--- src/rtl/bit_serializer_pkg.sv ---
// Shared types and helpers for the parallel-to-serial front end.
// Combinational only (types, constant function); no latency.
// No backpressure: declarations only.
package serdes_pkg;

  typedef enum logic {
    S_IDLE  = 1'b0,
    S_SHIFT = 1'b1
  } ser_state_t;

  // Bit-index counter width for a word of the given length.
  function automatic int cnt_w(input int width);
    return $clog2(width);
  endfunction

endpackage

--- src/rtl/bit_serializer_if.sv ---
// Word load handshake between a word producer and the serializer.
// No storage; signals pass straight through.
// Producer holds load_data/load_valid until load_ready is seen at an edge.
interface bit_serializer_if #(
  parameter int WIDTH = 8
);
  logic [WIDTH-1:0] load_data;
  logic             load_valid;
  logic             load_ready;

  modport master (
    output load_data,
    output load_valid,
    input  load_ready
  );

  modport slave (
    input  load_data,
    input  load_valid,
    output load_ready
  );
endinterface

--- src/rtl/bit_serializer.sv ---
// Parallel-to-serial: WIDTH-bit words out one bit per shift_en cycle, no gap between words.
// First bit appears 1 cycle after the accept edge; all outputs registered except load_ready.
// load_ready only in IDLE or in the last-bit cycle with shift_en; shift_en=0 stalls everything.
module bit_serializer
  import serdes_pkg::*;
#(
  parameter int WIDTH     = 8,
  parameter bit MSB_FIRST = 1'b1,
  parameter bit IDLE_BIT  = 1'b0
) (
  input  logic            clk,
  input  logic            rst,
  bit_serializer_if.slave ld,
  input  logic            shift_en,
  output logic            ser_out,
  output logic            ser_valid,
  output logic            busy,
  output logic            frame_done
);

  localparam int            CW       = cnt_w(WIDTH);
  localparam logic [CW-1:0] CNT_LAST = CW'(WIDTH - 1);

  ser_state_t       state;
  ser_state_t       state_nxt;
  logic [CW-1:0]    cnt;
  logic [CW-1:0]    cnt_nxt;
  logic [WIDTH-1:0] shreg;
  logic [WIDTH-1:0] shreg_shf;
  logic             last;
  logic             accept;

  // Bit that is on the wire for a given register image.
  function automatic logic head(input logic [WIDTH-1:0] w);
    return MSB_FIRST ? w[WIDTH-1] : w[0];
  endfunction

  // The displayed bit is being consumed and it is the final one of the word.
  assign last          = (state == S_SHIFT) && shift_en && (cnt == CNT_LAST);
  assign ld.load_ready = (state == S_IDLE) || last;
  assign accept        = ld.load_valid && ld.load_ready;
  assign shreg_shf     = MSB_FIRST ? {shreg[WIDTH-2:0], 1'b0} : {1'b0, shreg[WIDTH-1:1]};

  // Next state and bit index; a word accepted in the last-bit cycle chains without a gap.
  always_comb begin
    state_nxt = state;
    cnt_nxt   = cnt;
    case (state)
      S_IDLE: begin
        if (accept) begin
          state_nxt = S_SHIFT;
          cnt_nxt   = '0;
        end
      end
      S_SHIFT: begin
        if (shift_en) begin
          if (cnt == CNT_LAST) begin
            cnt_nxt   = '0;
            state_nxt = ld.load_valid ? S_SHIFT : S_IDLE;
          end else begin
            cnt_nxt = cnt + 1'b1;
          end
        end
      end
      default: begin
        state_nxt = S_IDLE;
        cnt_nxt   = '0;
      end
    endcase
  end

  // State/counter register plus the registered status outputs derived from it.
  always_ff @(posedge clk) begin
    if (!rst) begin
      state      <= S_IDLE;
      cnt        <= '0;
      busy       <= 1'b0;
      ser_valid  <= 1'b0;
      frame_done <= 1'b0;
    end else begin
      state      <= state_nxt;
      cnt        <= cnt_nxt;
      busy       <= (state_nxt == S_SHIFT);
      ser_valid  <= (state_nxt == S_SHIFT);
      frame_done <= last;
    end
  end

  // Shift register and serial output register; a new word takes priority over shifting.
  always_ff @(posedge clk) begin
    if (!rst) begin
      shreg   <= '0;
      ser_out <= IDLE_BIT;
    end else if (accept) begin
      shreg   <= ld.load_data;
      ser_out <= head(ld.load_data);
    end else if ((state == S_SHIFT) && shift_en) begin
      shreg   <= shreg_shf;
      ser_out <= last ? IDLE_BIT : head(shreg_shf);
    end
  end

endmodule

--- src/flat_wrapper.sv ---
// flat-port wrapper written by rule: the top's interface ports become plain ports
module bit_serializer_flat import serdes_pkg::*;
#(
  parameter int WIDTH     = 8,
  parameter bit MSB_FIRST = 1'b1,
  parameter bit IDLE_BIT  = 1'b0
)
  (clk, rst, shift_en, ser_out, ser_valid, busy, frame_done, ld_load_data, ld_load_valid, ld_load_ready);
  bit_serializer_if #(.WIDTH(WIDTH)) ld_i ();
  input  logic clk;
  input  logic rst;
  input  logic shift_en;
  output logic ser_out;
  output logic ser_valid;
  output logic busy;
  output logic frame_done;
  input wire logic [$bits(ld_i.load_data)-1:0] ld_load_data;
  input wire logic [$bits(ld_i.load_valid)-1:0] ld_load_valid;
  output wire logic [$bits(ld_i.load_ready)-1:0] ld_load_ready;
  assign ld_i.load_data = ld_load_data;
  assign ld_i.load_valid = ld_load_valid;
  assign ld_load_ready = ld_i.load_ready;
  bit_serializer #(.WIDTH(WIDTH), .MSB_FIRST(MSB_FIRST), .IDLE_BIT(IDLE_BIT)) u_core (.clk(clk), .rst(rst), .ld(ld_i), .shift_en(shift_en), .ser_out(ser_out), .ser_valid(ser_valid), .busy(busy), .frame_done(frame_done));
endmodule
--- config.mk ---
export PLATFORM = sky130hd
export DESIGN_NAME = bit_serializer_flat
export DESIGN_NICKNAME = d
export VERILOG_FILES = /design/src/rtl/bit_serializer_pkg.sv /design/src/rtl/bit_serializer_if.sv /design/src/rtl/bit_serializer.sv /design/src/flat_wrapper.sv
export SDC_FILE = /design/constraint.sdc
export NUM_CORES = 1
export LEC_CHECK = 0
export CORE_MARGIN = 3
export CORE_UTILIZATION = 45
export DETAILED_ROUTE_END_ITERATION = 8
export PLACE_DENSITY = 0.75
export SETUP_SLACK_MARGIN = 0.02
export SLEW_MARGIN = 20
export SYNTH_ARGS = -nofsm -noshare
export SYNTH_HDL_FRONTEND = slang
export SYNTH_SLANG_ARGS = --single-unit
--- constraint.sdc ---
create_clock -name clk -period 1.7 [get_ports clk]
set_clock_uncertainty 0.05 [all_clocks]
set_input_delay 0.255 -clock clk [delete_from_list [all_inputs] [get_ports clk]]
set_output_delay 0.255 -clock clk [all_outputs]
set_load 0.03 [all_outputs]
==> results <==
==> cell usage after synthesis <==
master    number
a21boi_0       1
a21oi_1        7
mux2_4         1
and4_2         1
clkbuf_1       1
buf_4          1
ha_1           2
a31oi_1        6
o221ai_2       1
nand2b_1       1
a21boi_4       1
nand2_1        1
nor2_1         2
nor2b_1        4
o21ai_0       12
a32oi_1        4
inv_4          1
buf_6          2
inv_1          1
or2_1          1
dfxtp_1       13
a32o_1         1
mux2i_4        1
==> kinds of logic (layout without fill, tap and decap cells) <==
family / Yosys count / in the layout / synth area share [%]
and+or+nand+nor: 10 / 10 / 9.127
AOI/OAI and AO/OA: 33 / 33 / 33.98
buffers and inverters: 6 / 27 / 6.796
muxes: 2 / 2 / 5.824
adders and majority gates: 2 / 2 / 3.883
DFF: 13 / 13 / 40.39
==> cell type report <==
cell class,instances,share of cell area [%]
sequential,13,29.86
clock buffer,4,3.000
timing repair buffer,21,23.29
inverter,2,1.143
multi-input combinational,47,40.57
tap,15,2.143
==> power by group <==
group          switching (W)  total [W]  internal (W)  leakage (nW)
Clock              0.0000964   0.000187     0.0000911        0.0150
Combinational      0.0000797   0.000158     0.0000780         0.216
Sequential         0.0000102   0.000335      0.000324         0.107
Total               0.000186   0.000680      0.000493         0.338
==> routing by layer <==
| layer | wire (microns) | GRT usage (%) |
|---|---|---|
| met5 | 0 | 0 |
| met3 | 106 | 6.639 |
| met1 | 677 | 23.54 |
| met2 | 749 | 28.49 |
| met4 | 8 | 6.627 |
==> registers in the layout, summed over array words and instances, names as in the netlist <==
signal / flops
u_core.ser_valid: 1
u_core.frame_done: 1
u_core.shreg: 7
u_core.ser_out: 1
u_core.cnt: 3
==> what timing repair did <==
action | 4_1_cts | 5_1_grt
setup endpoints to repair | 1 | 3
setup buffers | 1 | 0
resized for setup | 5 | 2
pin swaps | 1 | 1
==> through the flow <==
step / worst slack [ns] / hold slack (ns)
finish: 0.06999 / 0.4172
global route: 0.02541 / 0.4352
CTS: 0.05727 / 0.4243
detailed placement: 0.1041 / 0.4100
global placement: 0.1022 / 0.4102
floorplan: 0.2317 / 0.2934
==> worst max-delay path: stages (launching register included) <==
cell and delay [ns]:
dfxtp_2 0.34, ha_2 0.20, ha_4 0.18, a21boi_4 0.16
inv_4 0.05, buf_6 0.13
==> how the worst max path moves through the flow <==
stage                                      startpoint                           end  slack [ns]  depth (start not counted)
after floorplan           u_core.ser_valid$_SDFF_PN0_  u_core.shreg[0]$_SDFFE_PN0P_        0.23                          5
after global placement                  ld_load_valid  u_core.shreg[4]$_SDFFE_PN0P_        0.10                          4
after detailed placement                ld_load_valid   u_core.ser_out$_SDFFE_PN0P_        0.10                          4
final                      u_core.cnt[0]$_SDFFE_PN0P_                 ld_load_ready        0.07                          5
after CTS                  u_core.cnt[0]$_SDFFE_PN0P_                 ld_load_ready        0.06                          5
after global routing       u_core.cnt[0]$_SDFFE_PN0P_                 ld_load_ready        0.03                          5
==> run_results.csv <==
group,metric,value,unit
timing,max_freq,0.6135,GHz
global_routing,grt_pass1_wl,2.566,mm
floorplan,coreArea,1318,sq um
layout,regArea,261.5,sq um
global_routing,grt_overflow,0,
timing,rsz0062_at_grt,"false",
pwr,power_density,776.2,nW/um^2
drt,drtPass1Iterations,4,
clock_tree,root_buffer,"clkbuf_4",
pwr,max-vdd-ir-drop,0.0006208,V
worst_setup_path,r2r_cells,7,
placed_design,place_area,817.0,sq um
clock_tree,cts_tree,"built",
floorplan,boundaryPins,17,
logic_synthesis,synthTopCellsByArea,"dfxtp_1, o21ai_0, a31oi_1, a21oi_1, a32oi_1",
worst_setup_path,r2r_slack,0.21,ns
drt,ant_nets,0,
run_status,outcome,"completed",
global_routing,grt_usage,18.46,%
timing,finalCritPeriodShare,95.88,%
layout,multiInputGateArea,355.3,sq um
logic_synthesis,synthDistinctLibCells,23,
drt,drcViolationCount,0,
layout,fin_area,875.8,sq um
clock_tree,clock_path_buffers,2,
worst_hold_path,holdPathEnd,"u_core.shreg[4]$_SDFFE_PN0P_",
floorplan,design.die.area,1922,sq um
logic_synthesis,syn_inst,66,
pwr,p_leak,0.3383,nW
floorplan,rows,13,
worst_hold_path,worstHoldPathType,"register to register",
logic_synthesis,yosysWarnings,0,
global_routing,grt_max_degree,14,
placed_design,port_buffers,16,
clock_tree,holdBufCountCts,0,
timing,fin_setup_tns,0,ns
logic_synthesis,ys_seq_elements,13,
logic_synthesis,synth_top_cell_by_area,"dfxtp_1",
timing,slew_headroom,71.40,%
layout,layout_common_cells,"clkdlybuf4s50_1, o21ai_0, dfxtp_1, a21oi_1, a31oi_1",
clock_tree,cts_sinks,13,
clock_tree,h-tree-depth,1,
worst_hold_path,holdPathStages,2,
drt,drtIter0Drc,15,
pwr,p_total,0.0006798,W
worst_setup_path,r2r-start,"u_core.cnt[0]$_SDFFE_PN0P_",
layout,diodes,0,
logic_synthesis,syn_area,644.4,sq um
timing,min_period,1.630,ns
placed_design,gp_congestion,0.8415,
worst_setup_path,cp-start-kind,"register",
floorplan,die_h,43.84,microns
timing,tightest_slew,0.4277,ns
placed_design,dp_cells,97,
layout,final_common_cell,"clkdlybuf4s50_1",
logic_synthesis,yosysTopAreaCellShare,40.39,%
job,drv_cap,0,
global_routing,grt_antenna_before_repair,0,
layout,nNetsFinal,102,
timing,finalSetupViolCount,0,
floorplan,die_x,43.84,microns
timing,hold_violations,0,
logic_synthesis,ys_seq_area_share,40.39,%
global_routing,grt_pass1_vias,554,
timing,finalMaxSlewViolations,0,
layout,final_util,66.48,%
layout,drive_above_1_share,20.69,%
layout,instances_no_fill,102,
logic_synthesis,syn-num-nets,80,
worst_setup_path,endpoint_kind,"primary output",
drt,routedWlPerCell,15.13,microns
worst_setup_path,cp.arrival,1.33,ns
worst_setup_path,rr_endpoint,"u_core.shreg[2]$_SDFFE_PN0P_",
logic_synthesis,postSynthAreaPerCell,9.763,sq um
worst_setup_path,critPathKind,"register to primary output",
clock_tree,numCtsBuffers,3,
floorplan,start_util,48.91,%
worst_setup_path,crit_path_max_fanout,5,
drt,wl,1.543,mm
layout,area_growth_syn_to_layout,35.92,%
drt,avgViaCountPerCell,5.833,
clock_tree,clkTransAtPathRegs,0.08,ns
worst_setup_path,critPathRequiredTime,1.39,ns
clock_tree,clk_latency,0.28,ns
worst_hold_path,min_from,"u_core.shreg[3]$_SDFFE_PN0P_",
drt,vias,595,
placed_design,post-dp-hpwl,1.050,mm
layout,nFillCells,114,
(Power assumes the default switching activity.)
